[src/rtl/tick_sched.sv]
// tick_sched: CHANNELS alarm channels scanned round-robin against the bus-domain tick count.
// Define TICK_SCHED_OVERRUN_EN to add the W1C OVERRUN register at 0x10.
module tick_sched #(
  parameter int unsigned CHANNELS = 4
) (
  input  logic        clk_bus,
  input  logic        rst_n,
  input  logic [31:0] tick_count,
  output logic        irq,
  output logic [31:0] bus_data_o,
  input  logic [7:0]  bus_address,
  input  logic [31:0] bus_data_i,
  input  logic        bus_read,
  input  logic        bus_write
);
  localparam int unsigned PtrW = (CHANNELS > 1) ? $clog2(CHANNELS) : 1;
  localparam logic [PtrW-1:0] PtrLast = PtrW'(CHANNELS - 1);

  logic                gen_q, gen_d;
  logic [CHANNELS-1:0] pending_q, pending_d;
  logic [CHANNELS-1:0] mask_q, mask_d;
  logic [CHANNELS-1:0] en_q, en_d;
  logic [CHANNELS-1:0] periodic_q, periodic_d;
  logic [31:0]         cmp_q [CHANNELS];
  logic [31:0]         cmp_d [CHANNELS];
  logic [31:0]         per_q [CHANNELS];
  logic [31:0]         per_d [CHANNELS];
  logic [PtrW-1:0]     ptr_q, ptr_d;
  logic                irq_q;

  // Address decode: blk selects the 16-byte block, off the word inside it.
  logic [3:0] blk, ch_idx;
  logic [1:0] off;
  logic       ch_hit, unused_addr;
  logic       wr_gctrl, wr_pending, wr_mask;

  assign blk         = bus_address[7:4];
  assign off         = bus_address[3:2];
  assign ch_idx      = blk - 4'd2;
  assign ch_hit      = (blk >= 4'd2) && ({28'd0, ch_idx} < CHANNELS);
  assign unused_addr = ^bus_address[1:0];
  assign wr_gctrl    = bus_write && (blk == 4'd0) && (off == 2'd0);
  assign wr_pending  = bus_write && (blk == 4'd0) && (off == 2'd1);
  assign wr_mask     = bus_write && (blk == 4'd0) && (off == 2'd2);

  // Shared comparator on the channel under the scan pointer.
  logic [31:0]         cur_cmp, diff;
  logic                cur_en, fire;
  logic [CHANNELS-1:0] fire_vec;

  always_comb begin
    cur_cmp = '0;
    cur_en  = 1'b0;
    for (int c = 0; c < CHANNELS; c++) begin
      if (ptr_q == PtrW'(c)) begin
        cur_cmp = cmp_q[c];
        cur_en  = en_q[c];
      end
    end
    diff = tick_count - cur_cmp;
    fire = gen_q && cur_en && !diff[31];
    for (int c = 0; c < CHANNELS; c++) begin
      fire_vec[c] = fire && (ptr_q == PtrW'(c));
    end
  end

  always_comb begin
    gen_d      = gen_q;
    pending_d  = pending_q;
    mask_d     = mask_q;
    en_d       = en_q;
    periodic_d = periodic_q;
    cmp_d      = cmp_q;
    per_d      = per_q;
    if (wr_pending) pending_d = pending_q & ~bus_data_i[CHANNELS-1:0];
    if (wr_mask)    mask_d    = bus_data_i[CHANNELS-1:0];
    if (wr_gctrl)   gen_d     = bus_data_i[0];
    for (int c = 0; c < CHANNELS; c++) begin
      // Hardware update first so a same-cycle bus write to CMP/CCTRL takes precedence.
      if (fire_vec[c]) begin
        pending_d[c] = 1'b1;
        if (periodic_q[c] && (per_q[c] != 32'd0)) cmp_d[c] = cmp_q[c] + per_q[c];
        else                                       en_d[c]  = 1'b0;
      end
      if (bus_write && ch_hit && (ch_idx == 4'(c))) begin
        case (off)
          2'd0: cmp_d[c] = bus_data_i;
          2'd1: per_d[c] = bus_data_i;
          2'd2: begin
            en_d[c]       = bus_data_i[0];
            periodic_d[c] = bus_data_i[1];
          end
          default: ;
        endcase
      end
    end
    if (!gen_d || !gen_q)     ptr_d = '0;
    else if (ptr_q == PtrLast) ptr_d = '0;
    else                      ptr_d = ptr_q + PtrW'(1);
  end

  always_ff @(posedge clk_bus or negedge rst_n) begin
    if (!rst_n) begin
      gen_q      <= 1'b0;
      pending_q  <= '0;
      mask_q     <= '0;
      en_q       <= '0;
      periodic_q <= '0;
      ptr_q      <= '0;
      irq_q      <= 1'b0;
      for (int c = 0; c < CHANNELS; c++) begin
        cmp_q[c] <= '0;
        per_q[c] <= '0;
      end
    end else begin
      gen_q      <= gen_d;
      pending_q  <= pending_d;
      mask_q     <= mask_d;
      en_q       <= en_d;
      periodic_q <= periodic_d;
      ptr_q      <= ptr_d;
      irq_q      <= |(pending_q & mask_q);
      cmp_q      <= cmp_d;
      per_q      <= per_d;
    end
  end

  assign irq = irq_q;

`ifdef TICK_SCHED_OVERRUN_EN
  logic [CHANNELS-1:0] overrun_q, overrun_d;
  logic                wr_overrun;

  assign wr_overrun = bus_write && (blk == 4'd1) && (off == 2'd0);

  // Set wins over a same-cycle W1C; pending_q sees the bit before any W1C this cycle.
  always_comb begin
    overrun_d = wr_overrun ? (overrun_q & ~bus_data_i[CHANNELS-1:0]) : overrun_q;
    overrun_d = overrun_d | (fire_vec & pending_q);
  end

  always_ff @(posedge clk_bus or negedge rst_n) begin
    if (!rst_n) overrun_q <= '0;
    else        overrun_q <= overrun_d;
  end
`endif

  logic [31:0] rdata;

  always_comb begin
    rdata = '0;
    if (blk == 4'd0) begin
      case (off)
        2'd0: rdata = {31'd0, gen_q};
        2'd1: rdata = 32'(pending_q);
        2'd2: rdata = 32'(mask_q);
        2'd3: rdata = tick_count;
      endcase
`ifdef TICK_SCHED_OVERRUN_EN
    end else if ((blk == 4'd1) && (off == 2'd0)) begin
      rdata = 32'(overrun_q);
`endif
    end else if (ch_hit) begin
      for (int c = 0; c < CHANNELS; c++) begin
        if (ch_idx == 4'(c)) begin
          case (off)
            2'd0:    rdata = cmp_q[c];
            2'd1:    rdata = per_q[c];
            2'd2:    rdata = {30'd0, periodic_q[c], en_q[c]};
            default: rdata = '0;
          endcase
        end
      end
    end
  end

  assign bus_data_o = bus_read ? rdata : 32'd0;

endmodule
[config.mk]
export PLATFORM = sky130hd
export DESIGN_NAME = tick_sched
export DESIGN_NICKNAME = d
export VERILOG_FILES = /design/src/rtl/tick_sched.sv
export SDC_FILE = /design/constraint.sdc
export NUM_CORES = 1
export LEC_CHECK = 0
export BUFFER_PORTS_ARGS = -buffer_cell sky130_fd_sc_hd__buf_4
export CAP_MARGIN = 20
export CORE_ASPECT_RATIO = 0.6
export CORE_MARGIN = 5
export CORE_UTILIZATION = 55
export DETAILED_ROUTE_END_ITERATION = 8
export PLACE_DENSITY = 0.7
export SYNTH_ARGS = -nofsm -noshare
export SYNTH_HDL_FRONTEND = slang
export SYNTH_SLANG_ARGS = --single-unit
[constraint.sdc]
create_clock -name clk_bus -period 11.15 [get_ports clk_bus]
set_clock_uncertainty 0.15 [all_clocks]
set_input_delay 0.5575 -clock clk_bus [delete_from_list [all_inputs] [get_ports clk_bus]]
set_output_delay 0.5575 -clock clk_bus [all_outputs]
set_load 0.005 [all_outputs]
==> results.json, run 1 <==
{
  "status": "complete, no violations",
  "netlist_area_sq_um": 22200,
  "cp-startpoint": "ptr_q[1]$_DFF_PN0_",
  "antenna_found_initial": 0,
  "ys_top_cells_by_area": "dfrtp_1 31%, ha_1 9.0%, mux2_2 6.7%",
  "fmax_mhz": 159.6,
  "critPathCaptureType": "flip-flop",
  "fin_setup_tns_ns": 0,
  "leakage_nw": 11.30,
  "root_buffer": "clkbuf_16",
  "path_max_fanout": 38,
  "gp_congestion": 1.022,
  "routed_via_density": 6.758,
  "drc_errors": 0,
  "nFillCells": 3514,
  "clock_path_buffers": 3,
  "grt_max_degree": 111,
  "cp.required_ns": 11.53,
  "tritoncts": "built",
  "p_int_mw": 2.401,
  "finalSetupViolCount": 0,
  "fin_nets": 2762,
  "fin_crit_ns": 6.267,
  "synth_top_cell_by_area": "dfrtp_1",
  "syn_inst": 2477,
  "hold_start": "bus_data_i[30]",
  "tightest_slew_ns": 1.130,
  "min_period_over_period": 0.5621,
  "yosysMostFrequentCell": "dfrtp_1",
  "ant_nets": 0,
  "port_buffers": 106,
  "cts_resized": 0,
  "ys_warn_count": 0,
  "die_area_sq_um": 44600,
  "r2r_slack_ns": 4.88,
  "cts_hold_buf": 1,
  "drt-pass1-iter-count": 6,
  "start_kind": "flip-flop",
  "yosysTopAreaCellShare": 0.3112,
  "multiInputGateArea_sq_um": 14620,
  "diodes": 0,
  "clkLatencyLatePin_ns": 0.60,
  "synth_edf_count": 0,
  "drv_slew": 0,
  "first_global_vias": 19610,
  "wl_mm": 76.66,
  "crit_type": "flip-flop to flip-flop",
  "cts_setup_buffers": 0,
  "dr_total_vias": 20790,
  "synth_seq_area_share": 0.3112,
  "comb_power_share": 0.352,
  "drt_iter0_drc": 2260,
  "clk_pin_slew_ns": 0.07,
  "grt_pass1_wl_mm": 117.0,
  "clkSinkCount": 276,
  "htreeDepth": 1,
  "total_power_mw": 3.837,
  "grt_usage": 0.3296,
  "core_sq_um": 40150,
  "synthToLayoutAreaGrowth_pct": 10.67,
  "pwr-share-clk": 0.288,
  "die_h_um": 165.6,
  "rsz0062_at_grt": "no",
  "routedWlPerCell_um": 24.91,
  "fp.dieW_um": 269.3,
  "syn_nets": 2717,
  "reg2reg_from": "ptr_q[1]$_DFF_PN0_",
  "dpl.hpwl_mm": 56.95,
  "maxSlewHeadroom": 0.2368,
  "synth_top_flop_cell": "dfrtp_1",
  "start_util": 0.5528,
  "regArea_sq_um": 6907,
  "cts_buffers": 30,
  "power_density_nw_per_um2": 156.2,
  "seq_power_share": 0.360,
  "grt_remaining_overflow": 0,
  "hold_viol": 0,
  "maxCapViolations": 0,
  "io_pins": 109,
  "hold_class": "input pin to flip-flop",
  "p_sw_mw": 1.435,
  "synth_cell_types": 79,
  "arrival_ns": 6.64,
  "p_sw_frac": 0.3741,
  "ys_ff_latch": 276,
  "placementRows": 57,
  "drive_gt1_frac": 0.1544,
  "ir_worst_vdd_v": 0.0001062,
  "synth.avg_cell_area_sq_um": 8.960,
  "synthTopCellsByCount": "276 x dfrtp_1, 239 x nand2_1, 207 x a21oi_1, 203 x o21ai_0, 202 x nor2_1",
  "synthArstFlopShare": 1.000
}
-- cell type report --
class | instances | area share
multi-input cells | 2020 | 0.5952
flip-flops and latches | 276 | 0.2812
repair buffers | 142 | 0.04544
clock buffers | 43 | 0.03586
well taps | 531 | 0.02705
inverters | 52 | 0.007947
clock inverters | 13 | 0.007335
-- through the flow --
| stage | std cells | setup WS [ns] | hold WS (ns) | instance area (sq um) | utilization |
|---|---|---|---|---|---|
| finish | 3077 | 4.883 | 0.07197 | 24560 | 0.6117 |
| global route | 3077 | 4.595 | 0.1047 | 24560 | 0.6117 |
| CTS | 3073 | 4.815 | 0.05620 | 24500 | 0.6103 |
| detailed placement | 3016 | 4.794 | 0.3799 | 23430 | 0.5836 |
| global placement | 3015 | 4.984 | 0.3608 | 23410 | 0.5831 |
| floorplan | 2477 | 6.643 | 0.1119 | 22200 | - |
-- layout by cell type (no fill, tap or decap), types with 12 or more instances in the layout --
master and instances:
a211oi_1 19, a21o_1 63, a21oi_1 207, a221o_1 30, a31oi_1 76, and3_1 12, buf_4 136, clkbuf_16 31
dfrtp_1 276, ha_1 159, inv_1 51, mux2_2 133, mux2i_1 100, mux4_2 43, nand2_1 239, nand2b_1 12
nand3_1 36, nand4_1 24, nor2_1 201, nor2b_1 53, nor3_1 42, nor4_1 34, o211ai_1 13, o21a_1 40
o21ai_0 203, o221ai_1 12, or3_1 18, xnor2_1 51, xor2_1 43
-- final timing paths --
check / to / depth (start not counted)
max in group asynchronous: per_q[46]$_DFFE_PN0P_ / 4
worst max-delay path: cmp_q[127]$_DFF_PN0_ / 22
worst min-delay path: cmp_q[94]$_DFF_PN0_ / 3
worst min register to register: mask_q[2]$_DFFE_PN0P_ / 1
worst max register to register: cmp_q[127]$_DFF_PN0_ / 22
min in group asynchronous: cmp_q[72]$_DFF_PN0_ / 2
-- kinds of logic after synthesis --
logic type               after synthesis  share of synthesized area
adder cells (fa/ha/maj)              164                    0.09380
AO/OA/AOI/OAI                        763                     0.2159
buffers and inverters                181                    0.03247
flip-flops                           276                     0.3112
multiplexers                         276                     0.1562
AND/OR/NAND/NOR                      723                     0.1533
XOR/XNOR                              94                    0.03709
-- power by group through the flow --
stage | sequential [mW] | combinational [mW] | clock, mW
floorplan | 1.30 | 0.981 | 0
global placement | 1.38 | 1.28 | 0
detailed placement | 1.39 | 1.31 | 0
CTS | 1.37 | 1.32 | 1.11
global route | 1.40 | 1.48 | 1.16
finish | 1.38 | 1.35 | 1.10
-- routing by layer --
metal | vias up | global-route usage | wire, um
li1 | 9369 | - | -
met1 | 10080 | 0.4892 | 34170
met2 | 1157 | 0.4814 | 31910
met3 | 193 | 0.05885 | 6983
met4 | 0 | 0.1277 | 3594
met5 | - | 0 | 0
-- state kept, by name, indices dropped and copies added, names as in the netlist --
name and count:
cmp_q 128, en_q 4, gen_q 1, irq 1, mask_q 4, pending_q 4, per_q 128, periodic_q 4
ptr_q 2
-- critical path, cell delays in order, from the launching register on --
cell,delay [ns]
dfrtp_1,0.37
inv_1,0.07
ha_1,0.17
buf_4,0.30
nor2b_4,0.43
buf_4,0.36
a221o_1,0.22
o21ai_0,0.11
nor2_1,0.11
a21oi_1,0.06
ha_1,0.34
nand4_1,0.19
nor3_1,0.47
and4_1,0.39
nand3_1,0.10
a21o_1,0.19
and3_1,0.27
nor4_2,0.22
buf_4,0.44
inv_1,0.37
buf_16,0.27
or3_1,0.36
a31oi_1,0.17
Note: power is estimated with default switching activity, not from simulation.
==> inputs of run 2 (changes only) <==
- clock period: 11.15 -> 6.02 ns (I/O delays scaled with it)
==> results.json, run 2 (same netlist as run 1, synthesis figures left out) <==
{
  "drive_gt1_frac": 0.1530,
  "stdcell_count": 3108,
  "port_buffers": 106,
  "die_area_sq_um": 44600,
  "fin_nets": 2798,
  "hold_class": "input pin to flip-flop",
  "placementRows": 57,
  "clkSinkCount": 276,
  "die_h_um": 165.6,
  "htreeDepth": 1,
  "drv_slew": 0,
  "clock_path_buffers": 3,
  "ant_nets": 0,
  "dpl.hpwl_mm": 56.65,
  "core_sq_um": 40150,
  "crit_chain": "inv_1 -> ha_1 -> nor2b_4 -> buf_12 -> a221o_1 -> o21ai_0 -> nor2_1 -> a21oi_1 -> ha_1 -> nand4_1 -> nor3_1 -> and4_1 -> nand3_1 -> a21o_1 -> a21oi_1 -> or4b_4 -> nor2_1 -> a21oi_1 -> o21ai_0",
  "routedWlPerCell_um": 24.63,
  "clkLatencyLatePin_ns": 0.58,
  "dpl.cell_count": 3022,
  "start_util": 0.5528,
  "drc_errors": 0,
  "gp_congestion": 0.9814,
  "regArea_sq_um": 6907,
  "cts_buffers": 29,
  "cts_resized": 0,
  "cpMostUsedCell": "a21oi_1",
  "first_global_vias": 19430,
  "tritoncts": "built",
  "finalSetupViolCount": 0,
  "min_period_over_period": 0.9080,
  "critPathCaptureType": "flip-flop",
  "start_kind": "flip-flop",
  "fp.dieW_um": 269.3,
  "slowest_delay_ns": 0.73,
  "root_buffer": "clkbuf_16",
  "io_pins": 109,
  "nFillCells": 3485,
  "rsz0062_at_grt": "no",
  "fmax_mhz": 182.9,
  "cp_slowest_cell": "or4b_4",
  "maxCapViolations": 0,
  "drt-pass1-iter-count": 6,
  "synthToLayoutAreaGrowth_pct": 11.86,
  "grt_remaining_overflow": 0,
  "power_density_nw_per_um2": 279.2,
  "fin_setup_tns_ns": 0,
  "grt_pass1_wl_mm": 116.6,
  "crit_type": "flip-flop to flip-flop",
  "final_cell_mix": "276 x dfrtp_1, 239 x nand2_1, 207 x a21oi_1, 203 x o21ai_0, 201 x nor2_1",
  "hold_viol": 0,
  "drt_iter0_drc": 2424,
  "clk_pin_slew_ns": 0.07,
  "final_common_cell": "dfrtp_1",
  "status": "complete, no violations",
  "wl_mm": 76.54,
  "grt_max_degree": 128,
  "ir_worst_vdd_v": 0.0002094,
  "arrival_ns": 5.76,
  "path_max_fanout": 57,
  "reg_top3": "cmp_q (128), per_q (128)",
  "dr_total_vias": 20660,
  "fin_crit_ns": 5.466,
  "cp.required_ns": 6.31,
  "tightest_slew_ns": 1.194,
  "maxSlewHeadroom": 0.2012,
  "multiInputGateArea_sq_um": 14620,
  "routed_via_density": 6.647,
  "leakage_nw": 11.42,
  "antenna_found_initial": 1,
  "cts_setup_buffers": 0,
  "grt_usage": 0.3274
}
run 2: changes by cell type in the layout (fill, tap and decap cells not counted), moves of 2 or more:
| cell | delta |
|---|---|
| buf_12 | +4 |
| buf_4 | +2 |
| bufinv_16 | -2 |
| clkbuf_1 | -3 |
| clkbuf_16 | -2 |
| clkinv_2 | +3 |
| clkinvlp_4 | -2 |
| dlygate4sd3_1 | +32 |
run 2: area by class of cell:
| cell class | count | share of cell area |
|---|---|---|
| Clock inverter | 10 | 0.004032 |
| Multi-Input combinational cell | 2020 | 0.5888 |
| Sequential cell | 276 | 0.2782 |
| Tap cell | 531 | 0.02676 |
| Inverter | 52 | 0.007862 |
| Clock buffer | 39 | 0.03356 |
| Antenna cell | 1 | 0.0001008 |
| Timing Repair Buffer | 179 | 0.06068 |
run 2: critical path: cells and delay by family, from the launching register on:
kind                     cells  cell delay, ns
adder cells (fa/ha/maj)      2            0.69
flip-flops                   1            0.41
AO/OA/AOI/OAI                7            1.43
AND/OR/NAND/NOR              8            2.29
buffers and inverters        2            0.33
run 2: repair_timing:
action / CTS / global route
hold endpoints to repair: 334 / 0
hold buffers: 33 / 0
setup endpoints to repair: 0 / 0
run 2: power breakdown:
group / switching [mW] / internal [mW]
Sequential: 0.404 / 2.15
Clock: 0.809 / 1.04
Combinational: 1.40 / 1.13
run 2: layer usage:
metal | GRT usage | share of wire | up-vias
met5 | 0 | 0 | -
met4 | 0.1210 | 0.043 | 0
met3 | 0.06333 | 0.092 | 179
met2 | 0.4867 | 0.43 | 1049
met1 | 0.4778 | 0.44 | 10010
li1 | - | - | 9418
run 2: path summary, 6_finish.rpt:
path                                           from                  endpoint  slack (ns)  cells after the start
max                              ptr_q[0]$_DFF_PN0_       cmp_q[11]$_DFF_PN0_        0.55                     19
min reg2reg                pending_q[0]$_DFFE_PN0P_  pending_q[0]$_DFFE_PN0P_        0.39                      1
max reg2reg                      ptr_q[0]$_DFF_PN0_       cmp_q[11]$_DFF_PN0_        0.55                     19
min                                  bus_address[5]         en_q[1]$_DFF_PN0_        0.05                      3
min in group asynchronous                     rst_n       cmp_q[68]$_DFF_PN0_        0.16                      2
max in group asynchronous                     rst_n       cmp_q[26]$_DFF_PN0_        4.06                      3
run 2: metrics by stage:
step / setup WS (ns) / hold WS [ns] / power [mW] / utilization / area, sq um
after floorplan: 1.513 / -0.1446 / 4.226 / - / 22200
after global placement: 0.8816 / 0.1896 / 4.917 / 0.5852 / 23500
after detailed placement: 0.6680 / 0.1957 / 5.005 / 0.5854 / 23510
after CTS: 0.6440 / 0.03395 / 6.881 / 0.6169 / 24770
after global routing: 0.1533 / 0.08326 / 7.303 / 0.6183 / 24830
final: 0.5539 / 0.04667 / 6.933 / 0.6183 / 24830
